<file path="config.mk">
export PLATFORM = sky130hd
export DESIGN_NAME = wb_stage
export DESIGN_NICKNAME = d
export VERILOG_FILES = /design/src/rtl/fde_pkg.sv /design/src/rtl/wb_load_timer.sv /design/src/rtl/wb_stage.sv
export SDC_FILE = /design/constraint.sdc
export NUM_CORES = 1
export LEC_CHECK = 0
export BUFFER_PORTS_ARGS = -buffer_cell sky130_fd_sc_hd__buf_2
export CORE_UTILIZATION = 48
export CTS_CLUSTER_DIAMETER = 50
export CTS_CLUSTER_SIZE = 8
export DETAILED_ROUTE_END_ITERATION = 8
export PLACE_DENSITY = 0.81
export SETUP_SLACK_MARGIN = 0.3
export SYNTH_ARGS = -nofsm -noshare
export SYNTH_HDL_FRONTEND = slang
export SYNTH_SLANG_ARGS = --single-unit
export TNS_END_PERCENT = 20
</file>
<file path="constraint.sdc">
create_clock -name clock -period 2.7 [get_ports clock]
set_input_delay 0.405 -clock clock [delete_from_list [all_inputs] [get_ports clock]]
set_output_delay 0.405 -clock clock [all_outputs]
set_load 0.05 [all_outputs]
</file>
<file path="src/rtl/fde_pkg.sv">
// Shared definitions for the fetch/decode/execute pipeline: EX_WB bundle
// field positions, the default load opcode and the writeback FSM states.
package fde_pkg;

   localparam int EXWB_W    = 71;
   localparam int VALID_BIT = 70;
   localparam int REGW_BIT  = 69;
   localparam int RD_HI     = 68;
   localparam int RD_LO     = 64;
   localparam int RES_HI    = 63;
   localparam int RES_LO    = 32;
   localparam int INSTR_HI  = 31;
   localparam int INSTR_LO  = 0;

   // lw major opcode in instr[31:26]
   localparam logic [5:0] LOAD_OPCODE_DEF = 6'h23;

   typedef enum logic [1:0] {
      IDLE     = 2'd0,
      WRITE    = 2'd1,
      LOAD_REQ = 2'd2,
      LOAD_WB  = 2'd3
   } wb_state_t;

   // The opcode alone decides whether an instruction is a load; no other
   // bundle field can override it.
   function automatic logic is_load(input logic [31:0] instr,
                                    input logic [5:0]  opcode);
      return instr[31:26] == opcode;
   endfunction

endpackage

</file>
<file path="src/rtl/wb_load_timer.sv">
// Cycle counter for an outstanding data-memory load. The count reads 1 in
// the first request cycle and 'expired' is high in the TIMEOUT-th cycle.
module wb_load_timer #(
   parameter int TIMEOUT = 16
) (
   input  logic       clock,
   input  logic       reset,
   input  logic       start,
   input  logic       advance,
   input  logic       clear,
   output logic [7:0] count,
   output logic       expired
);

   localparam logic [7:0] LIMIT = 8'(TIMEOUT);

   // Clear wins over start, start wins over advance.
   always_ff @(posedge clock) begin
      if (reset || clear) begin
         count <= 8'd0;
      end else if (start) begin
         count <= 8'd1;
      end else if (advance && count != 8'hFF) begin
         count <= count + 8'd1;
      end
   end

   assign expired = (count == LIMIT);

endmodule

</file>
<file path="src/rtl/wb_stage.sv">
// Writeback stage: latches the EX_WB bundle, performs the data-memory read
// for loads, drives the register-file write port plus its forwarding mirror
// and counts retired instructions.
//
// Handshakes: an EX_WB bundle transfers on a rising edge where EX_WB[70]
// and ex_wb_ready are both high; ex_wb_ready depends only on the FSM state.
// dmem_req is held high until a cycle with dmem_ack high, in which
// dmem_rdata is taken; ack outside an outstanding request is ignored.
module wb_stage
   import fde_pkg::*;
#(
   parameter logic [5:0] LOAD_OPCODE = LOAD_OPCODE_DEF,
   parameter int         TIMEOUT     = 16,
   parameter int         CNT_W       = 32
) (
   input  logic              clock,
   input  logic              reset,
   input  logic [70:0]       EX_WB,
   output logic              ex_wb_ready,
   output logic              dmem_req,
   output logic [31:0]       dmem_addr,
   input  logic              dmem_ack,
   input  logic [31:0]       dmem_rdata,
   output logic              rf_we,
   output logic [4:0]        rf_waddr,
   output logic [31:0]       rf_wdata,
   output logic              fwd_valid,
   output logic [4:0]        fwd_rd,
   output logic [31:0]       fwd_data,
   output logic              load_err,
   output logic [CNT_W-1:0]  retired_count,
   output logic [1:0]        dbg_state
);

   wb_state_t        state;
   wb_state_t        state_nxt;

   logic             entry_regw;
   logic [4:0]       entry_rd;
   logic [31:0]      entry_res;
   logic [31:0]      rdata_q;
   logic             load_err_q;
   logic [CNT_W-1:0] cnt_q;

   logic             accept;
   logic             acc_load;
   logic             ack_take;
   logic             timed_out;
   logic             retire_evt;
   logic             write_now;

   logic [7:0]       timer_count;
   logic             timer_expired;

   assign ex_wb_ready = (state == IDLE) || (state == WRITE);
   assign accept      = EX_WB[VALID_BIT] && ex_wb_ready;
   assign acc_load    = accept && is_load(EX_WB[INSTR_HI:INSTR_LO], LOAD_OPCODE);
   assign ack_take    = (state == LOAD_REQ) && dmem_ack;
   // An ack in the final allowed cycle takes priority over the timeout.
   assign timed_out   = (state == LOAD_REQ) && !dmem_ack && timer_expired;

   // Retirement is counted at the edge that enters the retiring cycle, so
   // the count already includes an instruction while its rf_we is high.
   assign retire_evt  = (accept && !acc_load) || ack_take || timed_out;

   wb_load_timer #(
      .TIMEOUT (TIMEOUT)
   ) u_timer (
      .clock   (clock),
      .reset   (reset),
      .start   (acc_load),
      .advance (state == LOAD_REQ),
      .clear   (ack_take || timed_out),
      .count   (timer_count),
      .expired (timer_expired)
   );

   // Next-state selection for the writeback FSM.
   always_comb begin
      state_nxt = state;
      case (state)
         IDLE, WRITE: begin
            if (accept) begin
               state_nxt = acc_load ? LOAD_REQ : WRITE;
            end else begin
               state_nxt = IDLE;
            end
         end
         LOAD_REQ: begin
            if (ack_take) begin
               state_nxt = LOAD_WB;
            end else if (timed_out) begin
               state_nxt = IDLE;
            end
         end
         LOAD_WB: state_nxt = IDLE;
         default: state_nxt = IDLE;
      endcase
   end

   // State register and the latched entry; reset discards any pending load.
   always_ff @(posedge clock) begin
      if (reset) begin
         state      <= IDLE;
         entry_regw <= 1'b0;
         entry_rd   <= 5'd0;
         entry_res  <= 32'd0;
         rdata_q    <= 32'd0;
      end else begin
         state <= state_nxt;
         if (accept) begin
            entry_regw <= EX_WB[REGW_BIT];
            entry_rd   <= EX_WB[RD_HI:RD_LO];
            entry_res  <= EX_WB[RES_HI:RES_LO];
         end
         if (ack_take) begin
            rdata_q <= dmem_rdata;
         end
      end
   end

   // Sticky load-timeout flag and the wrapping retirement counter.
   always_ff @(posedge clock) begin
      if (reset) begin
         load_err_q <= 1'b0;
         cnt_q      <= '0;
      end else begin
         if (timed_out) begin
            load_err_q <= 1'b1;
         end
         if (retire_evt) begin
            cnt_q <= cnt_q + CNT_W'(1);
         end
      end
   end

   // Writes to r0 or without reg_write still retire, they just do not write.
   assign write_now = ((state == WRITE) || (state == LOAD_WB)) &&
                      entry_regw && (entry_rd != 5'd0);

   // Register-file write port, zero whenever no write is happening.
   always_comb begin
      rf_we    = write_now;
      rf_waddr = 5'd0;
      rf_wdata = 32'd0;
      if (write_now) begin
         rf_waddr = entry_rd;
         rf_wdata = (state == LOAD_WB) ? rdata_q : entry_res;
      end
   end

   assign fwd_valid     = rf_we;
   assign fwd_rd        = rf_waddr;
   assign fwd_data      = rf_wdata;

   assign dmem_req      = (state == LOAD_REQ);
   assign dmem_addr     = (state == LOAD_REQ) ? entry_res : 32'd0;
   assign load_err      = load_err_q;
   assign retired_count = cnt_q;
   assign dbg_state     = state;

endmodule
</file>
[Word-level counts from Yosys, hierarchy flattened]
Index checks and enable logic that the tools add are counted.
Widths: inputs -> output; s select.
Operators by class
  equality and inequality tests: 7
  add/sub/neg operators: 2
  reduce and logical (&&, ||, !) cells: 22
  mux-type cells: 11
Operators by type and width (count)
  $mux 32: 3
  $add 32x1->32 const B: 1
  $logic_and 1x1->1: 9
  $add 8x1->8 const B: 1
  $eq 8x5->1 const B: 1
  $mux 2: 4
  $ne 8x8->1 const B: 1
  $eq 6x6->1 const B: 1
  $logic_or 1x1->1: 6
  $pmux 2 s3: 1
  $mux 5: 1
  $reduce_bool 5->1: 1
  $eq 2x2->1 const B: 2
  $reduce_or 2->1: 2
  $ne 3x3->1 const B: 1
  $eq 2x1->1 const B: 1
  $logic_not 1->1: 2
  $logic_not 2->1: 1
  $mux 1: 2
  $reduce_bool 2->1: 1
Storage, ports and cells
  logic and storage cells: 51
  output and inout bits: 145
  input port bits: 106
  register bits: 113

[Logic depth before layout (Yosys ltp)]
  depth after elaboration: 8
  mapped depth: 9
  gate-level depth less buffers: 7

[Modules after synthesis]
From an unflattened synthesis, not the netlist that was laid out.
Unflattened totals
  cell total of the unflattened synthesis: 753
  area total of the unflattened synthesis: 5580.4 µm²
Modules (own cells, without submodules)
  wb_stage: seq. area each 2102.0 µm², area each 5109.9 µm², instances 1, cells each 697
  wb_load_timer: seq. area each 160.2 µm², area each 470.5 µm², instances 1, cells each 56

[Worst setup path before layout]
OpenSTA, ideal clock, no wires.
  path kind: reg2out
  from: register state[1] (netlist: dbg_state[1])
  to: output rf_wdata[10]
  slack: -0.704 ns
  cell stages (with the launch flop): 7
  path buffers: 2
  data required time: 2.295 ns
  arrival time: 2.999 ns
  path through: dfxtp_1 inv_1 nor2_1 clkbuf_1 nand2_1 a21oi_1 buf_4
On the way
  longest elaborated chain between the ends: 5
  elaborated cells on any way between the ends: 7
  those cells by class: eq/ne (2); mux (2); reduce/logical (3)
RTL lines
  start, declared: RTL line wb_stage.sv:35  | wb_state_t state;
  start signal, assigned: RTL line wb_stage.sv:110  | state <= state_nxt;
  $eq 2x1->1 / $eq 2x2->1 (equally long branches): RTL line wb_stage.sv:138, wb_stage.sv:148
  $logic_or 1x1->1: RTL line wb_stage.sv:138  | assign write_now = ((state == WRITE) || (state == LOAD_WB)) &&
  $logic_and 1x1->1: RTL line wb_stage.sv:138
  $logic_and 1x1->1: RTL line wb_stage.sv:139  | entry_regw && (entry_rd != 5'd0);
  $mux 32 *: RTL line wb_stage.sv:146  | if (write_now) begin
  end, declared: RTL line wb_stage.sv:26  | output logic [31:0] rf_wdata,
Mark *: on every way between the ends. The rest lies on a longest branch, timed or not.

[Final worst setup path]
  from: register entry_rd[0]
  to: output rf_waddr[1]
On the way
  longest elaborated chain between the ends: 3
RTL lines
  start, declared: RTL line wb_stage.sv:39  | logic [4:0] entry_rd;
  start signal, assigned: RTL line wb_stage.sv:113  | entry_rd <= EX_WB[RD_HI:RD_LO];
  $reduce_bool 5->1: RTL line wb_stage.sv:139
  $logic_and 1x1->1: RTL line wb_stage.sv:139
  $mux 5: RTL line wb_stage.sv:146
  end, declared: RTL line wb_stage.sv:25  | output logic [4:0] rf_waddr,
No other way between the ends.

==> impl_metrics.yaml <==
grt:
  grt_use_total: 0.2677
  antenna_found_initial: 1
  grt_pass1_wl_mm: 24.66
  grt_max_degree: 55
  grt_pass1_vias: 5042
  grt-ovfl-total: 0
clock_network:
  root_buffer: "clkbuf_16"
  cts.reportedPaths.clkPinSlew_ns: 0.05
  ctsHoldBuffers: 0
  clk_path_buf_depth: 2
  numClockSinks: 113
  numCtsBuffers: 17
  ctsHtreeMaxLevel: 4
  cts_tree: "built"
  clock_latency_ns: 0.41
sta:
  final_min_period_over_clock_period: 0.9325
  setup_tns_ns: 0
  tightest_slew_ns: 0.6556
  rsz0062_at_grt: "yes"
  hold_violations: 0
  setup_viol: 0
  skew_ns: 0.008647
  max-slew-margin-rel: 0.5619
  max_freq_mhz: 397.2
  slew_viol_final: 0
  period_needed_ns: 2.518
routing:
  wirelength_mm: 17.15
  dr.first_iter.drc_count: 394
  vias_per_cell: 5.400
  ant_nets: 0
  drcViolationCount: 0
  dr.pass1.iters: 7
  wl_per_cell_um: 15.87
  via_count: 5837
power_and_ir_drop:
  switchingPower_mw: 0.9753
  ir_drop_mv: 0.3015
  powerDensity_mw_per_mm2: 551.6
  seq_power_share: 0.385
  swShare: 0.2170
  power.share.combinational: 0.063
  leakagePower_nw: 3.364
  internal-power_mw: 3.519
  clkPwrFrac: 0.551
setup_path:
  crit_fanout: 6
  endpoint_kind: "output pin"
  max_stage_delay_ns: 0.51
  crit_type: "reg -> out"
  path_cells: "or4_4 -> o211ai_1 -> clkbuf_16 -> inv_2 -> and2_4 -> buf_8"
  critPathRequiredTime_ns: 2.30
  cp-start-kind: "flop"
  cp_slowest_cell: "or4_4"
  arrival_ns: 2.11
floorplanning:
  io_pins: 251
  start_util: 0.4911
  rows: 39
  dieWidth_um: 109.9
  die_h_um: 109.9
  die_area_mm2: 0.01207
  core-area_mm2: 0.01137
yosys:
  syn_inst: 745
  ys.flop_type: "dfxtp_1"
  synth_edf_count: 0
  async_reset_ff_frac: 0
  synth_area_mm2: 0.005584
  synth-seq-cells: 113
  yosysSeqAreaShare: 0.4051
  yosysWarnings: 0
  syn-num-nets: 854
  ys_types: 52
  synth.avg_cell_area_um2: 7.495
placed_design:
  gp_congestion: 0.8081
  dp_hpwl_mm: 11.20
  port_buffers: 224
final_layout:
  final_common_cell: "nand2_1"
  final_util: 0.7167
  drive_gt1_frac: 0.3511
  layout_common_cells: "nand2_1, buf_2, dfxtp_1"
  nNetsFinal: 1033
  area_growth_pct: 45.93
status:
  status: "complete, no violations"
hold_path:
  hold_class: "in -> reg"
run:
  maxCapViolCount: 0
final timing paths:
kind	start	to	slack (ns)	depth (start not counted)
hold reg to reg	rdata_q[6]	rdata_q[6]	0.45	2
setup reg to reg	u_timer.count[0]	retired_count[26]	0.42	7
hold / removal	EX_WB[36]	entry_res[4]	0.23	3
setup / recovery	entry_rd[0]	rf_waddr[1]	0.18	6
area by class of cell:
type | count | area [um^2]
tap | 143 | 178.9
sequential | 113 | 2268
timing repair buffer | 243 | 1821
inverter | 13 | 52.55
clock inverter | 9 | 176.4
fill | 835 | 3221
multi-input combinational | 536 | 3172
antenna | 1 | 2.502
clock buffer | 23 | 478.0
per-layer routing:
metal / wire, um / global-route usage
met5: 0 / 0
met4: 258 / 0.1010
met3: 1168 / 0.06817
met2: 8766 / 0.4629
met1: 6960 / 0.3168
critical path, delay by kind of cell, from the launching register on:
family                 cells  cell delay [ns]
and+or+nand+nor            2             0.69
AOI/OAI and AO/OA          1             0.25
DFF                        1             0.32
buffers and inverters      3             0.45
repair_timing:
action / CTS / global route
gates resized for setup: 38 / 161
setup endpoints to repair: 70 / 76
hold endpoints to repair: 0 / 0
buffers inserted: 2 / 0
pin swaps: 0 / 1
cloned: 0 / 2
kinds of logic (layout without fill, tap and decap cells):
logic type	after synthesis	after routing	synth area share
buffers and inverters	96	288	0.09254
multiplexers	2	2	0.003809
other	0	1	0
AND/OR/NAND/NOR	366	366	0.3180
AO/OA/AOI/OAI	144	144	0.1409
adder cells (fa/ha/maj)	3	3	0.006723
XOR/XNOR	21	21	0.03294
flip-flops	113	113	0.4051
registers in the layout (all words and copies together) (netlist names):
signal / count
load_err: 1
retired_count: 32
rdata_q: 32
dbg_state: 2
u_timer.count: 8
entry_regw: 1
entry_rd: 5
entry_res: 32
metrics by stage:
stage	instance area [um^2]	setup WS [ns]	hold slack, ns	power (mW)	instances
after floorplan	5957	0.1985	0.4366	1.926	745
after CTS	7741	0.1306	0.2183	4.505	1078
after global routing	8147	0.09892	0.2261	4.638	1080
after global placement	6930	0.4206	0.4432	2.028	1044
after detailed placement	6930	0.3974	0.4468	2.033	1044
final	8149	0.1823	0.2341	4.495	1081
synth_stat cells, types with 3 or more instances:
| library cell | n | area (um^2) |
|---|---|---|
| nand2_1 | 220 | 825.8 |
| a21oi_1 | 118 | 590.6 |
| dfxtp_1 | 113 | 2262 |
| clkbuf_1 | 40 | 150.1 |
| buf_4 | 39 | 292.8 |
| and2_1 | 35 | 219.0 |
| nor2_1 | 30 | 112.6 |
| xor2_1 | 15 | 131.4 |
| inv_1 | 13 | 48.80 |
| nand3_1 | 13 | 65.06 |
| nand4_1 | 13 | 81.33 |
| and3_1 | 11 | 68.82 |
| nor3_1 | 7 | 35.03 |
| or4_1 | 7 | 52.55 |
| o21ai_0 | 6 | 30.03 |
| o31ai_1 | 6 | 45.04 |
| or3_1 | 6 | 37.54 |
| xnor2_1 | 6 | 52.55 |
| a31oi_1 | 4 | 25.02 |
| ha_1 | 3 | 37.54 |
| nand4b_1 | 3 | 26.28 |
power groups by stage:
stage	logic [mW]	clock network [mW]	registers, mW
2_1_floorplan	0.159	0	1.77
3_3_place_gp	0.263	0	1.76
3_5_place_dp	0.267	0	1.77
4_1_cts	0.274	2.50	1.73
5_1_grt	0.308	2.59	1.74
6_report	0.285	2.48	1.73
No activity file was read; power rests on OpenSTA's default activity.
